**src/rtl/xnor_match_unit.sv**
```systemverilog
// -----------------------------------------------------------------------------
// xnor_match_unit
//
// Applies a selectable bitwise function (XNOR, XOR, NOR, NAND) to two WIDTH-bit
// operands and registers the result. It then counts the ones in the result
// serially, CHUNK bits per cycle, and flags an all-ones result. For XNOR, an
// all-ones result means a == b. Valid/ready handshakes are used on both the
// producer and consumer sides.
//
// Parameters:
//   WIDTH  operand/result width (>= 1)
//   CHUNK  result bits counted per cycle (WIDTH must be a multiple of CHUNK)
//
// Ports:
//   clk        in   rising-edge clock
//   rst_n      in   asynchronous reset, active low
//   in_valid   in   a, b and mode are valid
//   in_ready   out  unit is idle and can accept a transaction
//   a, b       in   WIDTH-bit operands
//   mode       in   00 XNOR, 01 XOR, 10 NOR, 11 NAND
//   out_valid  out  result, count and all_ones are valid
//   out_ready  in   consumer accepts the result
//   result     out  registered op(a, b)
//   count      out  number of ones in result ($clog2(WIDTH+1) bits)
//   all_ones   out  result is all ones (meaningful while out_valid)
//
// Optional feature, enabled by defining XNOR_MATCH_ACCUM_EN:
//   accum_clr  in   synchronous clear of accum (wins over a same-edge add)
//   accum      out  16-bit saturating running sum of count over completed
//                   transactions
// -----------------------------------------------------------------------------
module xnor_match_unit #(
    parameter int WIDTH = 8,
    parameter int CHUNK = 1
) (
    input  logic                       clk,
    input  logic                       rst_n,
    input  logic                       in_valid,
    output logic                       in_ready,
    input  logic [WIDTH-1:0]           a,
    input  logic [WIDTH-1:0]           b,
    input  logic [1:0]                 mode,
    output logic                       out_valid,
    input  logic                       out_ready,
    output logic [WIDTH-1:0]           result,
    output logic [$clog2(WIDTH+1)-1:0] count,
`ifdef XNOR_MATCH_ACCUM_EN
    input  logic                       accum_clr,
    output logic [15:0]                accum,
`endif
    output logic                       all_ones
);

    localparam int NCHUNK = WIDTH / CHUNK;
    localparam int IW     = (NCHUNK > 1) ? $clog2(NCHUNK) : 1;
    localparam int CW     = $clog2(WIDTH + 1);

    localparam logic [IW-1:0] LAST_IDX   = IW'(NCHUNK - 1);
    localparam logic [CW-1:0] FULL_COUNT = CW'(WIDTH);

    typedef enum logic [1:0] {
        S_IDLE = 2'b00,
        S_BUSY = 2'b01,
        S_DONE = 2'b10
    } state_e;

    typedef enum logic [1:0] {
        OP_XNOR = 2'b00,
        OP_XOR  = 2'b01,
        OP_NOR  = 2'b10,
        OP_NAND = 2'b11
    } op_e;

    generate
        if (WIDTH < 1 || CHUNK < 1 || (WIDTH % CHUNK) != 0) begin : g_bad_params
            $error("xnor_match_unit: WIDTH must be >= 1 and a multiple of CHUNK");
        end
    endgenerate

    state_e           state_q, state_d;
    logic [WIDTH-1:0] result_q, result_d;
    logic [CW-1:0]    count_q, count_d;
    logic [IW-1:0]    idx_q, idx_d;

    logic [WIDTH-1:0] op_result;
    logic [CHUNK-1:0] chunk_bits;
    logic [CW-1:0]    chunk_pop;
    logic             handshake_out;

    // ------------------------------------------------------------------
    // Bitwise function of the operands. It is only consumed on the
    // accepting edge, so later changes to a/b/mode cannot leak in.
    // ------------------------------------------------------------------
    always_comb begin
        // NOTE: every combinational output gets a default first, so no path
        // leaves it unassigned and no latch is inferred.
        op_result = '0;
        case (op_e'(mode))
            OP_XNOR: op_result = ~(a ^ b);
            OP_XOR:  op_result = a ^ b;
            OP_NOR:  op_result = ~(a | b);
            OP_NAND: op_result = ~(a & b);
            default: op_result = ~(a ^ b);
        endcase
    end

    // Popcount of the chunk selected by idx_q (LSB chunk first).
    always_comb begin
        chunk_bits = result_q[int'(idx_q) * CHUNK +: CHUNK];
        chunk_pop  = '0;
        for (int i = 0; i < CHUNK; i++) begin
            chunk_pop = chunk_pop + CW'(chunk_bits[i]);
        end
    end

    // ------------------------------------------------------------------
    // FSM: state register
    // ------------------------------------------------------------------
    always_ff @(posedge clk or negedge rst_n) begin
        if (!rst_n) begin
            state_q <= S_IDLE;
        end else begin
            // NOTE: sequential state uses non-blocking assignment so every
            // register samples its pre-edge inputs regardless of block order.
            state_q <= state_d;
        end
    end

    // FSM: next-state logic
    always_comb begin
        state_d = state_q;
        case (state_q)
            S_IDLE:  if (in_valid)           state_d = S_BUSY;
            S_BUSY:  if (idx_q == LAST_IDX)  state_d = S_DONE;
            S_DONE:  if (out_ready)          state_d = S_IDLE;
            default:                         state_d = S_IDLE;
        endcase
    end

    // FSM: outputs. all_ones is qualified by DONE so that it reads 0 out of
    // reset and while a count is still accumulating.
    always_comb begin
        in_ready  = (state_q == S_IDLE);
        out_valid = (state_q == S_DONE);
        all_ones  = (state_q == S_DONE) && (count_q == FULL_COUNT);
    end

    assign handshake_out = (state_q == S_DONE) && out_ready;

    // ------------------------------------------------------------------
    // Datapath: result capture and serial ones count
    // ------------------------------------------------------------------
    always_comb begin
        result_d = result_q;
        count_d  = count_q;
        idx_d    = idx_q;
        case (state_q)
            S_IDLE: begin
                if (in_valid) begin
                    result_d = op_result;
                    count_d  = '0;
                    idx_d    = '0;
                end
            end
            S_BUSY: begin
                count_d = count_q + chunk_pop;
                idx_d   = idx_q + 1'b1;
            end
            default: ;
        endcase
    end

    always_ff @(posedge clk or negedge rst_n) begin
        if (!rst_n) begin
            result_q <= '0;
            count_q  <= '0;
            idx_q    <= '0;
        end else begin
            result_q <= result_d;
            count_q  <= count_d;
            idx_q    <= idx_d;
        end
    end

    assign result = result_q;
    assign count  = count_q;

`ifdef XNOR_MATCH_ACCUM_EN
    // ------------------------------------------------------------------
    // Running sum of count over completed transactions, saturating.
    // ------------------------------------------------------------------
    logic [15:0] accum_q, accum_d;
    logic [16:0] accum_sum;

    assign accum_sum = {1'b0, accum_q} + 17'(count_q);

    always_comb begin
        accum_d = accum_q;
        if (accum_clr) begin
            accum_d = '0;
        end else if (handshake_out) begin
            accum_d = accum_sum[16] ? 16'hFFFF : accum_sum[15:0];
        end
    end

    always_ff @(posedge clk or negedge rst_n) begin
        if (!rst_n) begin
            accum_q <= '0;
        end else begin
            accum_q <= accum_d;
        end
    end

    assign accum = accum_q;
`else
    logic unused_handshake;
    assign unused_handshake = handshake_out;
`endif

endmodule

```
**config.mk**
```make
export PLATFORM = sky130hd
export DESIGN_NAME = xnor_match_unit
export DESIGN_NICKNAME = d
export VERILOG_FILES = /design/src/rtl/xnor_match_unit.sv
export SDC_FILE = /design/constraint.sdc
export NUM_CORES = 1
export LEC_CHECK = 0
export BUFFER_PORTS_ARGS = -buffer_cell sky130_fd_sc_hd__buf_2
export CORE_UTILIZATION = 52
export DETAILED_ROUTE_END_ITERATION = 10
export PLACE_DENSITY = 0.88
export SYNTH_ARGS = -nofsm -noshare
export SYNTH_HDL_FRONTEND = slang
export SYNTH_SLANG_ARGS = --single-unit
export TNS_END_PERCENT = 10
```
**constraint.sdc**
```tcl
create_clock -name clk -period 2.34 [get_ports clk]
set_input_delay 0.468 -clock clk [delete_from_list [all_inputs] [get_ports clk]]
set_output_delay 0.468 -clock clk [all_outputs]
set_load 0.02 [all_outputs]
```
# Word-level counts from Yosys, hierarchy flattened
# Index checks and enable logic that the tools add are counted.
[classes]
shifts = 1
n_eq_ne = 10
n_reduce_logical = 7
n_mux = 9
add_sub_neg = 2
bitwise = 6
[ops]
columns = ["operator", "n"]
rows = [
  ["$pmux 8 s4", 1],
  ["$not 8->8", 3],
  ["$and 8x8->8", 1],
  ["$or 8x8->8", 1],
  ["$pmux 4 s2", 1],
  ["$shiftx 8x4->1", 1],
  ["$xor 8x8->8", 1],
  ["$eq 2x2->1 const B", 3],
  ["$mux 2", 3],
  ["$pmux 2 s3", 1],
  ["$pmux 3 s2", 1],
  ["$add 4x1->4", 1],
  ["$eq 2x1->1 const B", 2],
  ["$eq 4x4->1 const B", 1],
  ["$logic_not 2->1", 2],
  ["$mux 4", 1],
  ["$ne 2x2->1 const B", 2],
  ["$reduce_and 2->1", 2],
  ["$add 3x1->3 const B", 1],
  ["$eq 3x3->1 const B", 1],
  ["$mux 3", 1],
  ["$reduce_and 3->1", 1],
  ["$ne 2x1->1 const B", 1],
  ["$reduce_bool 2->1", 1],
  ["$logic_and 1x1->1", 1],
]
[word_totals]
input_bits = 22
reg_bits = 17
wordCells = 39
out_inout_bits = 15

# Logic depth before layout (Yosys ltp)
# Gate-level depths: netlist of run 1.
[depth]
depth_word = 3
mapped_depth = 7
mapped_depth_nobuf = 7

# Least setup slack after synthesis of run 1
# OpenSTA, ideal clock, no wires.
[synth_timing]
path_type = "reg2reg"
start = "reg result_q[7], in the netlist result[7]"
end = "reg count_q[2], in the netlist count[2]"
required_time_ns = 2.219
period_less_slack_ns = 2.014
stages_incl_launch_ff = 8
arrival_time_ns = 1.893
setup_time_ns = 0.121
slack_ns = 0.326
path_buffers = 0
cell_sequence = "dfrtp_1 mux4_2 mux2_2 ha_1 ha_1 nand2b_1 mux2i_1 a22o_1"
[synth_via]
elab_chain_len = 3
[synth_rtl]
columns = ["item", "line", "rtl"]
rows = [
  ["from (decl)", "81", "logic [WIDTH-1:0] result_q, result_d;"],
  ["from (signal assigned)", "179", "result_q <= result_d;"],
  ["$shiftx 8x4->1", "109", "chunk_bits = result_q[int'(idx_q) * CHUNK +: CHUNK];"],
  ["$add 4x1->4", "166", "count_d = count_q + chunk_pop;"],
  ["$pmux 4 s2", "157", "case (state_q)"],
  ["to (signal assigned)", "180", "count_q <= count_d;"],
  ["to (decl)", "82", "logic [CW-1:0] count_q, count_d;"],
]
# No other way between the ends.
# A chain may end at the register's enable or synchronous reset.

# Worst setup path in the final report of run 1
[layout_timing]
start = "reg idx_q[1]"
end = "reg count_q[2], in the netlist count[2]"
[layout_via]
elab_chain_len = 3
[layout_rtl]
columns = ["item", "line", "rtl"]
rows = [
  ["from (decl)", "83", "logic [IW-1:0] idx_q, idx_d;"],
  ["from (signal assigned)", "181", "idx_q <= idx_d;"],
  ["$shiftx 8x4->1", "109", ""],
  ["$add 4x1->4", "166", ""],
  ["$pmux 4 s2", "157", ""],
]
# No other way between the ends.

==> run_results.csv, run 1 <==
group,metric,value,unit
timing,post-route-period-util,91.2,%
power,power.internal,0.866,mW
floorplan,die_w,53.2,µm
yosys,avgSynthCellArea,9.26,µm²
worst_setup_path,r2r_cells,7,
power,p_seq_share,38.1,%
power,p_sw_share,43.3,%
detailed_routing,vias,1125,
clock_tree,postCtsHoldBufs,0,
worst_setup_path,start_kind,"register",
timing,worstMarginPinSlew,0.562,ns
finish,final_layout_size_suffix_gt1_share,29.4,%
place,io_buffers,36,
detailed_routing,viasPerCell,5.36,
yosys,ys_seq_area_share,31.3,%
clock_tree,postCtsSetupBuffers,0,
worst_setup_path,crit_fanout,4,
detailed_routing,ant_nets,0,
floorplan,rows,18,
yosys,synth_area_leaders,"dfrtp_1, ha_1, nand2b_1",
detailed_routing,drc,0,
detailed_routing,finalWirelength,2640,µm
timing,hold-worst-slack,0.0856,ns
worst_setup_path,critical_path_buf_inv_count,0,
finish,post-route-util,63.1,%
hold_path,hp-class,"in -> async",
yosys,synth_top_cell_by_area,"dfrtp_1",
clock_tree,clkTransAtPathRegs,0.10,ns
timing,final.setup.tns,0,ns
place,dp_hpwl,2170,µm
clock_tree,clock_path_buffers,2,
global_route,first_global_vias,1099,
clock_tree,cts_resized,0,
global_route,grt_max_degree,32,
detailed_routing,first_pass_iters,4,
worst_setup_path,cp-startpoint,"idx_q[1]",
clock_tree,cts-root-buf,"clkbuf_4",
floorplan,ioPinCount,37,
worst_setup_path,path_cells,"mux4_2, mux2_2, ha_1, ha_1, nand2b_1, mux2i_1, a22o_1",
worst_setup_path,r2r_start,"idx_q[1]",
timing,slew_violations,0,
global_route,grt_usage,21.2,%
timing,hold_viol,0,
yosys,syn_inst,147,
worst_setup_path,reg2reg_slack,0.21,ns
clock_tree,clk_latency,0.28,ns
power,power.net_switching,0.661,mW
power,p_clk_share,10.2,%
floorplan,die_y,53.2,µm
timing,rsz0062_at_grt,"no",
detailed_routing,drt_iter0_markers,12,
clock_tree,h-tree-depth,1,
power,ir_drop,0.000619,V
worst_setup_path,crit_path_end,"count[2]",
power,combPwrFrac,51.7,%
worst_setup_path,cp_slowest_cell,"mux4_2",
clock_tree,numCtsBuffers,3,
timing,finClkSkew,0.00187,ns
yosys,synth-warning-count,0,
worst_setup_path,worstPathArrival,2.31,ns
global_route,grt_overflow,0,
worst_setup_path,crit_family,"multiplexers",
outcome,status,"completed",
yosys,syn_area,0.00136,mm²
worst_setup_path,critical_path_class,"reg -> reg",
timing,fmax,0.469,GHz
worst_setup_path,end_kind,"register",
timing,slew_headroom,62.5,%
global_route,grt_pass1_wl,4370,µm
clock_tree,cts_tree,"built",
yosys,synth_nets,189,
worst_setup_path,cp_num_cells,7,
yosys,synth.distinct_cells,26,
place,gp_congestion,0.815,
yosys,synth_top_area_share,31.3,%
timing,fin_crit,2.13,ns
finish,antennaDiodeCount,0,
power,p_leak,0.803,nW
timing,setup_viol,0,
finish,nets,223,
power,power.density,976,mW/mm²
detailed_routing,routedWlPerCell,12.6,µm
finish,fillers,220,
finish,area_growth,14.9,%
worst_setup_path,crit_path_frequent_cell,"ha_1",
worst_setup_path,r2r-end,"count[2]",
worst_setup_path,cp.required,2.52,ns
job,drv_cap,0,
clock_tree,clock-sinks,17,
global_route,antenna_found_initial,0,
floorplan,design.die.area,0.00283,mm²
worst_setup_path,critPathMaxStageDelay,0.53,ns
yosys,synth-seq-cells,17,
floorplan,core_region_area,0.00248,mm²
floorplan,start_util,54.9,%
[flip-flops by register name (all words and copies together) (netlist names)]
signal and flops:
result 8, count 4, state_q 2, idx_q 3
[worst reg2reg max path, stage by stage, from the launching register on]
cell	delay, ns
dfrtp_1	0.45
mux4_2	0.53
mux2_2	0.29
ha_1	0.20
ha_1	0.20
nand2b_1	0.07
mux2i_1	0.06
a22o_1	0.23
[cells in the mapped netlist (all sizes together)]
library cell,count
nor3b,1
a22o,5
buf,3
o21ai,8
o21bai,1
and3,1
a211oi,8
o311ai,1
or4b,1
a21oi,8
nand2b,20
ha,20
mux4,2
a21boi,1
nor2b,1
mux2i,2
nor4,1
mux2,1
dfrtp,17
inv,19
o22ai,1
clkbuf,4
nor2,10
nand2,9
nand3,2
[layer usage]
metal	part of all wire [%]	track usage (%)
met5	0	0
met4	0.38	7.46
met3	3.8	2.87
met2	55	43.0
met1	41	21.3
[area by class of cell]
class	instances	area, µm²	area share [%]
timing repair buffer	36	180	11.5
multi-input combinational	104	822	52.6
clock inverter	1	5.00	0.320
tap	30	37.5	2.40
inverter	19	71.3	4.56
clock buffer	3	22.5	1.44
sequential	17	425	27.2
[layout by cell type, fill, tap and decap left out, drive strengths merged, types with 2 or more instances in the layout]
cell	count
nand2b	20
nand2	9
clkbuf	3
a211oi	8
mux2i	2
mux4	2
a22o	5
nor2	10
nand3	2
inv	19
o21ai	8
a21oi	8
ha	20
buf	36
dfrtp	17
[power by group through the flow]
stage	combinational, mW	clock (mW)	sequential, mW
after floorplan	0.481	0	0.658
final	0.789	0.155	0.582
after global routing	0.874	0.171	0.606
after global placement	0.756	0	0.567
after CTS	0.800	0.160	0.582
after detailed placement	0.798	0	0.588
[kinds of logic (layout without fill, tap and decap cells)]
family	Yosys count	in the layout	share of synthesized area, %
flip-flops	17	17	31.3
buffers and inverters	26	59	8.36
AO/OA/AOI/OAI	33	33	17.9
adder cells (fa/ha/maj)	20	20	18.4
multiplexers	5	5	5.61
AND/OR/NAND/NOR	46	46	18.5
[per-stage QoR]
| stage | instance area, µm² | instances | power (mW) | worst slack [ns] |
|---|---|---|---|---|
| after floorplan | 1360 | 147 | 1.14 | 0.326 |
| after global placement | 1540 | 206 | 1.32 | 0.326 |
| after detailed placement | 1540 | 206 | 1.39 | 0.226 |
| after CTS | 1560 | 210 | 1.54 | 0.202 |
| after global routing | 1560 | 210 | 1.65 | 0.105 |
| final | 1560 | 210 | 1.53 | 0.206 |
[how the worst min path moves through the flow]
stage / startpoint / endpoint / slack [ns]
after global placement: rst_n / state_q[1] / 0.39
after detailed placement: rst_n / state_q[1] / 0.41
after global routing: rst_n / result[6] / 0.10
after CTS: rst_n / state_q[1] / 0.09
after floorplan: rst_n / count[0] / 0.17
final: rst_n / count[3] / 0.09
No activity file was read; power rests on OpenSTA's default activity.
==> run 2: changes to the inputs <==
Settings changed: MAX_ROUTING_LAYER set to met4.
==> run 2 against run 1 <==
Effect of this change: first-iteration DRC count increased by 8.3%; die area unchanged; flip-flop and latch count unchanged; sequential power about the same; critical endpoint unchanged; hold slack about the same; clock power about the same; final cell count unchanged; fmax about the same; count of clock-buffer cells in the layout unchanged; setup slack about the same.
==> run_results.csv, run 2 (synthesis results as in run 1) <==
group,metric,value,unit
finish,fin_area,0.00156,mm²
global_route,grt_overflow,0,
global_route,grt_max_degree,32,
detailed_routing,met3_length,85,µm
worst_setup_path,cp_slowest_cell,"mux4_2",
detailed_routing,wl_met2,1430,µm
timing,fmax,0.469,GHz
clock_tree,clk_latency,0.28,ns
detailed_routing,ant_nets,0,
clock_tree,clkTransAtPathRegs,0.10,ns
timing,rsz0062_at_grt,"no",
clock_tree,h-tree-depth,1,
timing,slew_headroom,62.3,%
detailed_routing,drc,0,
detailed_routing,vias,1118,
detailed_routing,drt_iter0_markers,13,
detailed_routing,top_layer,"met4",
finish,nets,223,
worst_setup_path,cp.required,2.52,ns
worst_setup_path,start_kind,"register",
finish,instances_no_fill,210,
finish,final_layout_size_suffix_gt1_share,29.4,%
timing,hold-worst-slack,0.0859,ns
worst_setup_path,crit_fanout,4,
power,p_leak,0.803,nW
detailed_routing,wl_met1,1090,µm
clock_tree,numCtsBuffers,3,
timing,fin_crit,2.13,ns
outcome,status,"completed",
finish,final_cell_mix,"buf_2, nand2b_1, ha_1",
floorplan,rows,18,
finish,antennaDiodeCount,0,
worst_setup_path,critPathMaxStageDelay,0.53,ns
floorplan,start_util,54.9,%
clock_tree,clock_path_buffers,2,
floorplan,core_region_area,0.00248,mm²
timing,hold_viol,0,
timing,setup_slack,0.206,ns
clock_tree,postCtsSetupBuffers,0,
worst_setup_path,critical_path_class,"reg -> reg",
worst_setup_path,critical_path_buf_inv_count,0,
finish,area_growth,14.9,%
timing,worstMarginPinSlew,0.565,ns
power,power,1.53,mW
power,ir_drop,0.000618,V
clock_tree,cts_resized,0,
worst_setup_path,end_kind,"register",
timing,final.setup.tns,0,ns
global_route,grt_pass1_wl,4350,µm
finish,post-route-util,63.1,%
detailed_routing,finalWirelength,2610,µm
clock_tree,postCtsHoldBufs,0,
finish,final_common_cell,"buf_2",
timing,post-route-period-util,91.2,%
detailed_routing,viasPerCell,5.32,
floorplan,design.die.area,0.00283,mm²
place,dp_hpwl,2170,µm
place,dpl_cell_area,0.00154,mm²
detailed_routing,first_pass_iters,4,
finish,largest_reg_flops,8,
floorplan,die_y,53.2,µm
place,placed_cells,206,
timing,setup_viol,0,
timing,finClkSkew,0.00101,ns
global_route,antenna_found_initial,0,
place,gp_congestion,0.827,
timing,slew_violations,0,
global_route,first_global_vias,1103,
worst_setup_path,crit_path_frequent_cell,"ha_1",
place,io_buffers,36,
place,pre_cts_slack,0.226,ns
hold_path,hp-class,"in -> async",
worst_setup_path,worstPathArrival,2.31,ns
worst_setup_path,crit_family,"multiplexers",
clock_tree,cts_tree,"built",
floorplan,ioPinCount,37,
worst_setup_path,path_cells,"mux4_2, mux2_2, ha_1, ha_1, nand2b_1, mux2i_1, a22o_1",
detailed_routing,routedWlPerCell,12.4,µm
power,power.density,976,mW/mm²
job,drv_cap,0,
global_route,grt_usage,21.7,%
floorplan,die_w,53.2,µm
clock_tree,clock-sinks,17,
clock_tree,cts-root-buf,"clkbuf_4",
==> run 2: cell counts in the layout (fill, tap and decap cells not counted) <==
Identical to the previous run, type by type.
==> run 2: worst paths after layout <==
check / start / endpoint / slack, ns / cells after the start
min in group clk: out_ready / state_q[1] / 0.37 / 2
worst min register to register: idx_q[0] / idx_q[0] / 0.55 / 1
worst min-delay path: rst_n / state_q[1] / 0.09 / 1
max in group asynchronous: rst_n / result[1] / 1.99 / 1
worst max register to register: idx_q[1] / count[2] / 0.21 / 7
worst max-delay path: idx_q[1] / count[2] / 0.21 / 7
==> run 2: metal layers <==
metal / vias to the layer above / global-route usage (%)
met1: 526 / 21.5
met5: - / -
met3: 2 / 2.30
met2: 25 / 43.0
li1: 565 / -
met4: 0 / 7.46
==> run 2: layout make-up <==
type / instances / area [µm²]
timing repair buffer: 36 / 180
fill: 220 / 913
clock buffer: 3 / 22.5
inverter: 19 / 71.3
sequential: 17 / 425
clock inverter: 1 / 5.00
multi-input combinational: 104 / 822
tap: 30 / 37.5
==> run 2: power by group <==
part           switching [mW]  internal (mW)
clock                  0.0907         0.0634
combinational           0.419          0.371
sequential              0.151          0.431
total                   0.660          0.866
==> run 3: changes to the inputs <==
Settings changed: CELL_PAD_IN_SITES_DETAIL_PLACEMENT set to 1, CELL_PAD_IN_SITES_GLOBAL_PLACEMENT set to 2, CORE_UTILIZATION 52 to 31.
==> run 3 against run 2 <==
Effect of this change: flip-flop and latch count unchanged; cell area up 2.8%; routed wire length up 11%; non-clock buffer count unchanged; hold slack better by 0.035 ns; sequential power about the same; setup slack better by 0.012 ns; fmax up 0.58%; total power up 4.0%; register-to-register slack about the same; clock skew about the same; die area up 65%.
==> run_results.csv, run 3 (synthesis results as in run 1) <==
group,metric,value,unit
floorplan,ioPinCount,37,
power,power.net_switching,0.667,mW
place,io_buffers,36,
job,drv_cap,0,
clock_tree,clk_latency,0.25,ns
timing,fmax,0.471,GHz
detailed_routing,ant_nets,0,
finish,final_common_cell,"buf_2",
worst_setup_path,start_kind,"register",
power,p_clk_share,13.8,%
detailed_routing,drc,0,
floorplan,rows,23,
global_route,grt_usage,13.5,%
global_route,first_global_vias,1042,
place,dp_hpwl,2420,µm
global_route,grt_overflow,0,
worst_setup_path,critical_path_buf_inv_count,0,
finish,fillers,507,
worst_setup_path,cp_slowest_cell,"mux4_2",
finish,multi_input_area,822,µm²
power,combPwrFrac,49.4,%
finish,largest_reg_flops,8,
timing,finClkSkew,0.000936,ns
timing,setup_viol,0,
timing,fin_crit,2.12,ns
worst_setup_path,end_kind,"register",
clock_tree,clock-sinks,17,
finish,nets,223,
floorplan,design.die.area,0.00466,mm²
power,ir_drop,0.000341,V
timing,worstMarginPinSlew,0.516,ns
power,p_sw_share,42.0,%
timing,slew_headroom,65.4,%
power,power.internal,0.920,mW
power,power.density,987,mW/mm²
worst_setup_path,crit_family,"multiplexers",
hold_path,hp-class,"in -> async",
worst_setup_path,worstPathArrival,2.26,ns
worst_setup_path,crit_path_frequent_cell,"ha_1",
detailed_routing,first_pass_iters,2,
worst_setup_path,crit_fanout,4,
place,gp_congestion,0.813,
global_route,antenna_found_initial,0,
floorplan,start_util,33.1,%
clock_tree,cts-root-buf,"clkbuf_8",
outcome,status,"completed",
finish,antennaDiodeCount,0,
place,dpl_cell_area,0.00156,mm²
clock_tree,cts_tree,"built",
clock_tree,numCtsBuffers,3,
detailed_routing,drt_iter0_markers,21,
detailed_routing,finalWirelength,2910,µm
timing,final.setup.tns,0,ns
timing,rsz0062_at_grt,"no",
floorplan,die_w,68.3,µm
place,pre_cts_slack,0.252,ns
global_route,grt_pass1_wl,4550,µm
clock_tree,clkTransAtPathRegs,0.07,ns
global_route,grt_max_degree,32,
clock_tree,clock_path_buffers,2,
timing,post-route-period-util,90.7,%
detailed_routing,vias,1125,
finish,fin_area,0.00161,mm²
finish,area_growth,18.1,%
clock_tree,postCtsSetupBuffers,0,
worst_setup_path,critPathMaxStageDelay,0.52,ns
floorplan,core_region_area,0.00412,mm²
detailed_routing,viasPerCell,4.89,
clock_tree,postCtsHoldBufs,0,
timing,hold_viol,0,
timing,slew_violations,0,
finish,final_layout_size_suffix_gt1_share,29.4,%
power,p_leak,0.811,nW
worst_setup_path,critical_path_class,"reg -> reg",
finish,final_cell_mix,"buf_2, nand2b_1, ha_1",
power,power,1.59,mW
detailed_routing,routedWlPerCell,12.6,µm
clock_tree,cts_resized,0,
worst_setup_path,path_cells,"mux4_2, mux2_2, ha_1, ha_1, nand2b_1, mux2i_1, a22o_1",
timing,setup_slack,0.219,ns
floorplan,die_y,68.3,µm
worst_setup_path,cp.required,2.48,ns
finish,register_area,425,µm²
clock_tree,h-tree-depth,1,
power,p_seq_share,36.9,%
[run 3: cell counts in the layout (fill, tap and decap cells not counted)]
Identical to the previous run, type by type.
[run 3: per-stage QoR]
step | instances | hold WS [ns] | utilization (%)
5_1_grt | 230 | 0.132 | 39.1
3_3_place_gp | 226 | 0.405 | 37.9
6_report | 230 | 0.121 | 39.1
3_5_place_dp | 226 | 0.403 | 37.9
2_1_floorplan | 147 | 0.172 | -
4_1_cts | 230 | 0.132 | 39.1
[run 3: power by group through the flow]
stage	clock, mW	sequential (mW)	combinational (mW)
floorplan	0	0.658	0.481
global placement	0	0.571	0.772
detailed placement	0	0.589	0.800
CTS	0.227	0.587	0.804
global route	0.240	0.609	0.871
finish	0.218	0.585	0.783
[run 3: metal layers]
| layer | GRT usage [%] | routed length, µm | vias to the layer above |
|---|---|---|---|
| met3 | 5.17 | 188 | 3 |
| met1 | 14.5 | 1220 | 532 |
| met2 | 24.1 | 1490 | 27 |
| li1 | - | - | 563 |
| met5 | - | 0 | - |
| met4 | 1.56 | 8 | 0 |
[run 3: final cells by class]
type | count | area share [%]
clock inverters | 1 | 0.311
inverters | 19 | 4.44
well taps | 50 | 3.89
flip-flops and latches | 17 | 26.5
repair buffers | 36 | 11.2
clock buffers | 3 | 2.57
multi-input cells | 104 | 51.1
[run 3: path summary, 6_finish.rpt]
path / from / endpoint / slack, ns / cells past startpoint
max in group asynchronous: rst_n / idx_q[1] / 1.95 / 1
worst max-delay path: idx_q[1] / count[2] / 0.22 / 7
worst min register to register: idx_q[0] / idx_q[0] / 0.56 / 1
worst min-delay path: rst_n / state_q[1] / 0.12 / 1
min in group clk: out_ready / state_q[1] / 0.41 / 2
worst max register to register: idx_q[1] / count[2] / 0.22 / 7
